$ cat src/rtl/ysyx_22050550_ifetch.sv
// Instruction-fetch stage: one outstanding memory read per fetch_pc, instruction handed to ID
// over valid/ready, wrong-path work discarded when ID redirects.
`timescale 1ns/1ps
module ysyx_22050550_ifetch #(
  parameter int                ADDR_W   = 64,
  parameter int                DATA_W   = 64,
  parameter logic [ADDR_W-1:0] RESET_PC = 64'h80000000
) (
  input  logic              clock,
  input  logic              reset,
  input  logic [ADDR_W-1:0] pc_in,
  output logic              pc_ready,
  input  logic              id_redirect,
  output logic              mem_req_valid,
  input  logic              mem_req_ready,
  output logic [ADDR_W-1:0] mem_req_addr,
  input  logic              mem_rsp_valid,
  input  logic [DATA_W-1:0] mem_rsp_data,
  output logic              inst_valid,
  input  logic              inst_ready,
  output logic [31:0]       inst,
  output logic [ADDR_W-1:0] inst_pc,
  output logic              inst_misalign
);

  typedef enum logic [1:0] {S_IDLE, S_REQ, S_WAIT, S_HOLD} state_e;

  state_e            state_q, state_d;
  logic [ADDR_W-1:0] fetch_pc_q, fetch_pc_d;
  logic              drop_q, drop_d;
  logic [31:0]       inst_q, inst_d;
  logic [ADDR_W-1:0] inst_pc_q, inst_pc_d;
  logic              misalign_q, misalign_d;
  logic              misaligned;
  logic              req_fire;

  assign misaligned = fetch_pc_q[1:0] != 2'b00;
  assign req_fire   = mem_req_valid && mem_req_ready;

  always_ff @(posedge clock or negedge reset) begin
    if (!reset) state_q <= S_IDLE;
    else        state_q <= state_d;
  end

  // Redirect takes priority over everything; a misaligned PC never reaches memory.
  always_comb begin
    state_d = state_q;
    case (state_q)
      S_IDLE: state_d = S_REQ;
      S_REQ: begin
        if (id_redirect) begin
          if (req_fire) state_d = S_WAIT;
        end else if (misaligned) begin
          state_d = S_HOLD;
        end else if (req_fire) begin
          state_d = S_WAIT;
        end
      end
      S_WAIT: begin
        if (mem_rsp_valid) state_d = (drop_q || id_redirect) ? S_REQ : S_HOLD;
      end
      S_HOLD: begin
        if (id_redirect || inst_ready) state_d = S_REQ;
      end
      default: state_d = S_IDLE;
    endcase
  end

  always_comb begin
    mem_req_valid = (state_q == S_REQ) && !misaligned;
    mem_req_addr  = mem_req_valid ? {fetch_pc_q[ADDR_W-1:3], 3'b000} : '0;
    pc_ready      = (state_q == S_REQ) && !id_redirect && (misaligned || mem_req_ready);
    inst_valid    = (state_q == S_HOLD);
    inst          = inst_q;
    inst_pc       = inst_pc_q;
    inst_misalign = misalign_q;
  end

  // fetch_pc follows pc_in on every entry into REQ and on a redirect while still requesting.
  always_comb begin
    fetch_pc_d = fetch_pc_q;
    drop_d     = drop_q;
    inst_d     = inst_q;
    inst_pc_d  = inst_pc_q;
    misalign_d = misalign_q;
    if (state_d == S_REQ && (state_q != S_REQ || id_redirect)) fetch_pc_d = pc_in;
    if (state_q == S_REQ && id_redirect && req_fire) drop_d = 1'b1;
    if (state_q == S_WAIT) begin
      if (mem_rsp_valid)    drop_d = 1'b0;
      else if (id_redirect) drop_d = 1'b1;
    end
    if (state_q == S_REQ && state_d == S_HOLD) begin
      inst_d     = 32'h0;
      inst_pc_d  = fetch_pc_q;
      misalign_d = 1'b1;
    end
    if (state_q == S_WAIT && state_d == S_HOLD) begin
      inst_d     = fetch_pc_q[2] ? mem_rsp_data[63:32] : mem_rsp_data[31:0];
      inst_pc_d  = fetch_pc_q;
      misalign_d = 1'b0;
    end
  end

  always_ff @(posedge clock or negedge reset) begin
    if (!reset) begin
      fetch_pc_q <= RESET_PC;
      drop_q     <= 1'b0;
      inst_q     <= 32'h0;
      inst_pc_q  <= '0;
      misalign_q <= 1'b0;
    end else begin
      fetch_pc_q <= fetch_pc_d;
      drop_q     <= drop_d;
      inst_q     <= inst_d;
      inst_pc_q  <= inst_pc_d;
      misalign_q <= misalign_d;
    end
  end

endmodule

$ cat config.mk
export PLATFORM = sky130hd
export DESIGN_NAME = ysyx_22050550_ifetch
export DESIGN_NICKNAME = d
export VERILOG_FILES = /design/src/rtl/ysyx_22050550_ifetch.sv
export SDC_FILE = /design/constraint.sdc
export NUM_CORES = 1
export LEC_CHECK = 0
export CAP_MARGIN = 20
export CORE_ASPECT_RATIO = 1.2
export CORE_MARGIN = 5
export CORE_UTILIZATION = 39
export DETAILED_ROUTE_END_ITERATION = 8
export PLACE_DENSITY_LB_ADDON = 0.3
export SLEW_MARGIN = 20
export SYNTH_ARGS = -nofsm -noshare
export SYNTH_HDL_FRONTEND = slang
export SYNTH_SLANG_ARGS = --single-unit
export TNS_END_PERCENT = 1
$ cat constraint.sdc
create_clock -name clock -period 1.98 [get_ports clock]
set_input_delay 0.198 -clock clock [delete_from_list [all_inputs] [get_ports clock]]
set_output_delay 0.198 -clock clock [all_outputs]
set_load 0.03 [all_outputs]
Yosys cells after proc, flatten, opt, wreduce, memory -nomap -nowiden
Cells that the tools add are included.
{"block": "word_totals", "out_inout_bits": 164, "wordCells": 49, "regBits": 164, "inputBits": 134}
{"block": "op_classes", "muxes": 19, "reduce_logical": 18, "n_eq_ne": 6}
{"operator": "$mux W64", "n": 3}
{"operator": "$mux W32", "n": 3}
{"operator": "$mux W2", "n": 6}
{"operator": "$logic_and A1 B1 Y1", "n": 9}
{"operator": "$pmux W2 S4", "n": 1}
{"operator": "$eq A2 B2 Y1 const B", "n": 3}
{"operator": "$mux W1", "n": 6}
{"operator": "$eq A2 B1 Y1 const B", "n": 2}
{"operator": "$logic_or A1 B1 Y1", "n": 4}
{"operator": "$reduce_bool A2 Y1", "n": 2}
{"operator": "$logic_not A1 Y1", "n": 2}
{"operator": "$logic_not A2 Y1", "n": 1}
{"operator": "$ne A2 B1 Y1 const B", "n": 1}

Longest topological paths before layout
Gate-level depths: netlist of run 1.
{"block": "depth", "depth_word": 12, "depth_mapped": 8, "depth_no_buf": 4}

Least setup slack after synthesis of run 1
Ideal clock, no wire load.
{"block": "synth_timing", "kind": "reg-to-output", "start": "register state_q[1]", "end": "output port mem_req_addr[54]", "path_stages_with_launch": 4, "path_buffers": 1, "slack_ps": -65, "arrival_ps": 1847, "cell_sequence": "dfrtp_1 -> nor4b_2 -> clkbuf_1 -> and2_1"}
{"block": "synth_via", "elab_chain_cells": 3}
{"item": "start, declared", "line": "28", "rtl": "state_e state_q, state_d;"}
{"item": "start signal, assigned", "line": "42", "rtl": "else state_q <= state_d;"}
{"item": "$eq A2 B1 Y1", "line": "70", "rtl": "mem_req_valid = (state_q == S_REQ) && !misaligned;"}
{"item": "$logic_and A1 B1 Y1", "line": "70"}
{"item": "net mem_req_valid", "line": "14", "rtl": "output logic mem_req_valid,"}
{"item": "$mux W64", "line": "71", "rtl": "mem_req_addr = mem_req_valid ? {fetch_pc_q[ADDR_W-1:3], 3'b000} : '0;"}
{"item": "end, declared", "line": "16", "rtl": "output logic [ADDR_W-1:0] mem_req_addr,"}
The timed path passes the listed nets, and every way through them passes these cells.

Worst setup path in the final report of run 1
{"block": "layout_timing", "start": "register fetch_pc_q[1]", "end": "output port mem_req_addr[30]"}
{"block": "layout_via", "elab_chain_cells": 4}
{"item": "start, declared", "line": "29", "rtl": "logic [ADDR_W-1:0] fetch_pc_q, fetch_pc_d;"}
{"item": "start signal, assigned", "line": "112", "rtl": "fetch_pc_q <= fetch_pc_d;"}
{"item": "$reduce_bool A2 Y1", "line": "37", "rtl": "assign misaligned = fetch_pc_q[1:0] != 2'b00;"}
{"item": "$logic_not A1 Y1", "line": "70"}
{"item": "$logic_and A1 B1 Y1", "line": "70"}
{"item": "$mux W64", "line": "71"}
No other way between the ends.

==> impl_metrics.toml, run 1 <==
[run_status]
status = "finished with violations"
violations = "negative setup slack"

[synthesis]
synth_warnings = 0
ys_ff_latch = 164
synth_top_area_cell = "dfrtp_1"
syn-cell-area_sq_um = 6990
ys_seq_area_share_pct = 58.7
synth_top_area_share_pct = 58.3
postSynthCellCount = 472
synth_cell_type_count = 27
syn_avg_cell_area_sq_um = 14.8
synth.area.top_cells = "dfrtp_1 58%, mux2_2 19%, and2_1 5.5%"

[timing]
setup_viol = 106
hold_viol_final = 0
drv_slew = 0
clock-skew-final_ns = 0.0106
holdWs_ns = 0.306
fmax_mhz = 487
slew_headroom_pct = 65.8
tightest_slew_ns = 0.512
rsz0062_at_grt = "yes"
post-route-min-period_ns = 2.05
fin_crit_sh_pct = 104
setup_ws_ns = -0.0740

[clock_tree]
cts.path.max_buffers = 2
cts_buffers = 17
clkTransAtPathRegs_ns = 0.06
tritoncts = "built"
insertion_delay_ns = 0.41
htree_levels = 4
cts_sinks = 164
root_buffer = "clkbuf_16"

[detailed_routing]
drc = 0
wl_per_cell_um = 20.5
via_count = 5023
drtIter0Drc = 235
viasPerCell = 4.96
drtAntennaViolNets = 0
first_pass_iters = 4
routed_wl_um = 20700

[floorplan]
die_x_um = 132
row_count = 53
start_util_pct = 39.8
core_area_sq_um = 17600
die_height_um = 157
io_pins = 298
die-area_sq_um = 20700

[cells_and_area]
areaGrowthSynthToFinish_pct = 62.6
seq_area_sq_um = 4110
multi_input_area_sq_um = 2880
drive_gt1_share_pct = 38.9
fill_cells = 1273
fin_nets = 913
antenna_cells = 0

[setup_path]
crit_type = "flop to output pin"
critPathCaptureType = "output pin"
reg2regPathDepth = 8
critPathArrivalTime_ns = 1.86
startpoint_type = "flop"
worstPathMaxFanout = 15
crit_required_ns = 1.78

[grt]
grt_max_degree = 53
grt_usage_pct = 19.0
grt_pass1_wl_um = 31200
grt_overflow = 0
antenna_found_initial = 0
grt_pass1_vias = 5573

[placed_design]
hpwl_um = 14100
pre_cts_ws_ns = -0.0799
gp_congestion = 0.754
numPortBuffers = 294

[flow_run]
maxCapViolCount = 0

[power]
irDropWorstVdd_mv = 1.06
p_leak_nw = 5.06
power_density_nw_per_um2 = 1740
power.total_mw = 19.8

[min_path]
worstHoldPathType = "primary input to async pin"
## final timing paths
path                            slack [ns]                 startpoint                    endpoint
max in group asynchronous             0.97                      reset  fetch_pc_q[31]$_DFFE_PN1P_
worst max-delay path                 -0.07  fetch_pc_q[1]$_DFFE_PN0P_            mem_req_addr[30]
worst min register to register        0.49        inst[9]$_DFFE_PN0P_         inst[9]$_DFFE_PN0P_
worst min-delay path                  0.31                      reset     inst_pc[55]$_DFFE_PN0P_
worst max register to register       -0.06  fetch_pc_q[1]$_DFFE_PN0P_  fetch_pc_q[29]$_DFFE_PN0P_
min in group clock                    0.39                   pc_in[3]   fetch_pc_q[3]$_DFFE_PN0P_
## worst max-delay path, cell delays in order, from the launching register on
cell	delay, ns
dfrtp_2	0.43
nor4b_4	0.31
buf_4	0.20
clkbuf_16	0.19
and2_1	0.16
buf_6	0.14
## synthesized netlist by cell type
master / n
nand3_1: 1
dfrtp_1: 163
or3_1: 1
o21ai_0: 1
o21a_1: 1
mux2_2: 118
nand2_1: 3
and2_4: 1
nor3b_1: 1
nand3b_1: 3
a2bb2oi_2: 1
buf_12: 5
mux2_4: 10
buf_8: 2
buf_4: 3
conb_1: 1
o31a_1: 1
nor4b_2: 1
buf_6: 3
dfstp_2: 1
mux2i_1: 33
clkbuf_1: 13
and2_1: 62
o2bb2ai_1: 32
buf_2: 9
a21boi_0: 1
nand2b_1: 1
## what timing repair did
item,in CTS,in global routing
setup buffers,6,0
gates resized for setup,37,122
hold buffers,1,0
gates cloned,2,3
endpoints found under the setup margin,62,127
endpoints found under the hold margin,48,0
pin swaps,2,48
## metrics by stage
| step | setup TNS [ns] | instance area [sq um] | utilization, % | cells |
|---|---|---|---|---|
| floorplan | -2.01 | 7000 | - | 474 |
| global placement | -0.0526 | 10000 | 57.0 | 968 |
| detailed placement | -2.85 | 10000 | 57.0 | 968 |
| CTS | -4.82 | 10900 | 62.0 | 1009 |
| global route | -17.49 | 11400 | 64.7 | 1012 |
| finish | -2.28 | 11400 | 64.7 | 1012 |
## layout make-up
type,count,area share (%)
Clock inverter,9,1.22
Multi-Input combinational cell,275,25.4
Clock buffer,23,4.47
Sequential cell,164,36.1
Tap cell,220,2.42
Timing Repair Buffer,321,30.4
## metal layers
metal	wire length [um]	track usage, %
met1	8190	22.2
met2	10400	32.2
met3	1860	8.33
met4	259	4.70
met5	0	0
## kinds of logic after synthesis
logic type      share of synthesized area, %
compound gates                          4.63
buf+inv                                 4.01
flops                                   58.7
mux                                     25.9
other cells                           0.0536
simple gates                            6.73
## sequential cells by signal (all words and copies together), names as in the netlist
register / count
inst_pc: 64
drop_q: 1
state_q: 2
inst: 32
inst_misalign: 1
fetch_pc_q: 64
## cell usage in the layout (no fill, tap or decap), drive strengths merged, types with 3 or more instances in the layout
cell type      Yosys  routed
dfrtp            163     163
inv                0       3
clkdlybuf4s50      0     229
clkbuf            13      26
conb               1       3
clkinvlp           0       3
mux2i             33      33
o2bb2ai           32      32
nand3b             3       3
and2              63      63
bufinv             0       3
buf               22      87
mux2             128     128
nand2              3       3
## report_power, final
part           switching (mW)  internal (mW)  total (mW)
Combinational            5.00           5.40        10.4
Sequential               1.05           4.80        5.85
Clock                    1.33           2.20        3.53
No activity file was read; power rests on OpenSTA's default activity.
==> run 2: changes to the inputs <==
--- a/config.mk
+++ b/config.mk
@@ -10,6 +10,8 @@
 export CORE_MARGIN = 5
 export CORE_UTILIZATION = 39
 export DETAILED_ROUTE_END_ITERATION = 8
+export GPL_ROUTABILITY_DRIVEN = 0
+export MAX_ROUTING_LAYER = met4
 export PLACE_DENSITY_LB_ADDON = 0.3
 export SLEW_MARGIN = 20
 export SYNTH_ARGS = -nofsm -noshare
==> run 2 against run 1 <==
  * Global-route usage rose by 0.61 points
  * Register-to-register slack barely moved
  * Highest routed layer unchanged
  * Combinational power barely moved
  * The run still ends with negative setup slack left
==> impl_metrics.toml, run 2 (synthesis gave the netlist of run 1 again) <==
[detailed_routing]
wl_per_cell_um = 20.5
first_pass_iters = 4
viasPerCell = 4.94
drc = 0
routed_wl_um = 20700
drtAntennaViolNets = 0
drtIter0Drc = 250
via_count = 5003

[setup_path]
startpoint_type = "flop"
crit_required_ns = 1.78
crit_slowest_cell = "dfrtp_2"
critPathArrivalTime_ns = 1.85
endpoint = "mem_req_addr[24]"
crit_type = "flop to output pin"
regToRegStartpoint = "fetch_pc_q[1]$_DFFE_PN0P_"
setup.worst_path.start = "fetch_pc_q[1]$_DFFE_PN0P_"
critical_path.top_delay_family = "buffers and inverters"
critical_path_buf_inv_count = 3
reg2reg_slack_ns = -0.05
crit_path_cell_trace = "nor4b_4, buf_4, clkbuf_16, and2_1, buf_6"
r2r_end = "fetch_pc_q[27]$_DFFE_PN0P_"
max_stage_delay_ns = 0.43
critPathCaptureType = "output pin"
reg2regPathDepth = 8
path_depth = 5
worstPathMaxFanout = 15

[timing]
post-route-min-period_ns = 2.05
holdWs_ns = 0.305
tightest_slew_ns = 0.511
setup_ws_ns = -0.0655
fmax_mhz = 489
slew_headroom_pct = 66.0
rsz0062_at_grt = "yes"
hold_viol_final = 0
clock-skew-final_ns = 0.00991
setup_viol = 105
drv_slew = 0
fin_crit_sh_pct = 103

[placed_design]
placed_area_sq_um = 10000
pre_cts_ws_ns = -0.0799
dp_cells = 968
numPortBuffers = 294
hpwl_um = 14100

[cells_and_area]
areaGrowthSynthToFinish_pct = 61.9
drive_gt1_share_pct = 37.8
antenna_cells = 0
layout_common_cells = "229 x clkdlybuf4s50_1, 160 x dfrtp_1, 89 x mux2_2, 64 x buf_6, 43 x and2_4"
stdcell_count = 1012
fin_nets = 913
final_common_cell = "clkdlybuf4s50_1"
fin_area_sq_um = 11300
fill_cells = 1281

[grt]
grt_pass1_wl_um = 31200
grt_usage_pct = 19.6
grt_max_degree = 53
grt_overflow = 0
antenna_found_initial = 0
grt_pass1_vias = 5588

[clock_tree]
htree_levels = 4
root_buffer = "clkbuf_16"
insertion_delay_ns = 0.42
tritoncts = "built"
cts_buffers = 17
clkTransAtPathRegs_ns = 0.06
cts.path.max_buffers = 2
cts_sinks = 164

[floorplan]
die_height_um = 157
io_pins = 298
die_x_um = 132
row_count = 53
start_util_pct = 39.8
core_area_sq_um = 17600
die-area_sq_um = 20700

[flow_run]
maxCapViolCount = 0

[power]
p_leak_nw = 5.02
irDropWorstVdd_mv = 1.05
power_density_nw_per_um2 = 1740
power.total_mw = 19.7

[run_status]
status = "finished with violations"
violations = "negative setup slack"

[min_path]
worstHoldPathType = "primary input to async pin"
-- run 2: what timing repair did --
action | 4_1_cts | 5_1_grt
pin swaps | 2 | 40
hold buffers | 1 | 0
setup buffers | 6 | 0
hold endpoints to repair | 48 | 0
cloned | 2 | 3
endpoints found under the setup margin | 62 | 127
gates resized for setup | 37 | 107
-- run 2: layer usage --
| metal | vias up | wire length, um | global-route usage [%] |
|---|---|---|---|
| li1 | 2275 | - | - |
| met1 | 2500 | 8460 | 23.0 |
| met4 | 0 | 231 | 4.85 |
| met2 | 211 | 10400 | 32.3 |
| met3 | 17 | 1650 | 7.14 |
| met5 | - | 0 | - |
-- run 2: how the worst min path moves through the flow --
stage / endpoint / startpoint / slack [ns] / cells after the start
after floorplan: drop_q$_DFF_PN0_ / reset / -0.1 / 0
after global placement: inst_pc[50]$_DFFE_PN0P_ / reset / 0.18 / 1
after detailed placement: inst_pc[50]$_DFFE_PN0P_ / reset / 0.19 / 1
after CTS: inst_pc[50]$_DFFE_PN0P_ / reset / 0.31 / 2
after global routing: inst_pc[55]$_DFFE_PN0P_ / reset / 0.34 / 2
final: inst_pc[55]$_DFFE_PN0P_ / reset / 0.30 / 2
-- run 2: through the flow --
stage	setup TNS [ns]	utilization (%)
3_5_place_dp	-2.85	57.0
4_1_cts	-4.82	62.0
2_1_floorplan	-2.01	-
5_1_grt	-17.86	64.4
6_report	-2.32	64.4
3_3_place_gp	-0.0526	57.0
-- run 2: cell type report --
cell class	count	area [sq um]	share of cell area (%)
Timing Repair Buffer	321	3460	30.5
Clock buffer	23	508	4.49
Multi-Input combinational cell	275	2840	25.1
Tap cell	220	275	2.43
Clock inverter	9	139	1.23
Sequential cell	164	4110	36.3
-- run 2: where the power goes --
group / internal (mW) / switching (mW) / leakage (nW) / total [mW]
registers: 4.80 / 1.04 / 1.98 / 5.84
clock network: 2.20 / 1.32 / 0.309 / 3.53
logic: 5.32 / 4.99 / 2.73 / 10.3
total: 12.3 / 7.35 / 5.02 / 19.7
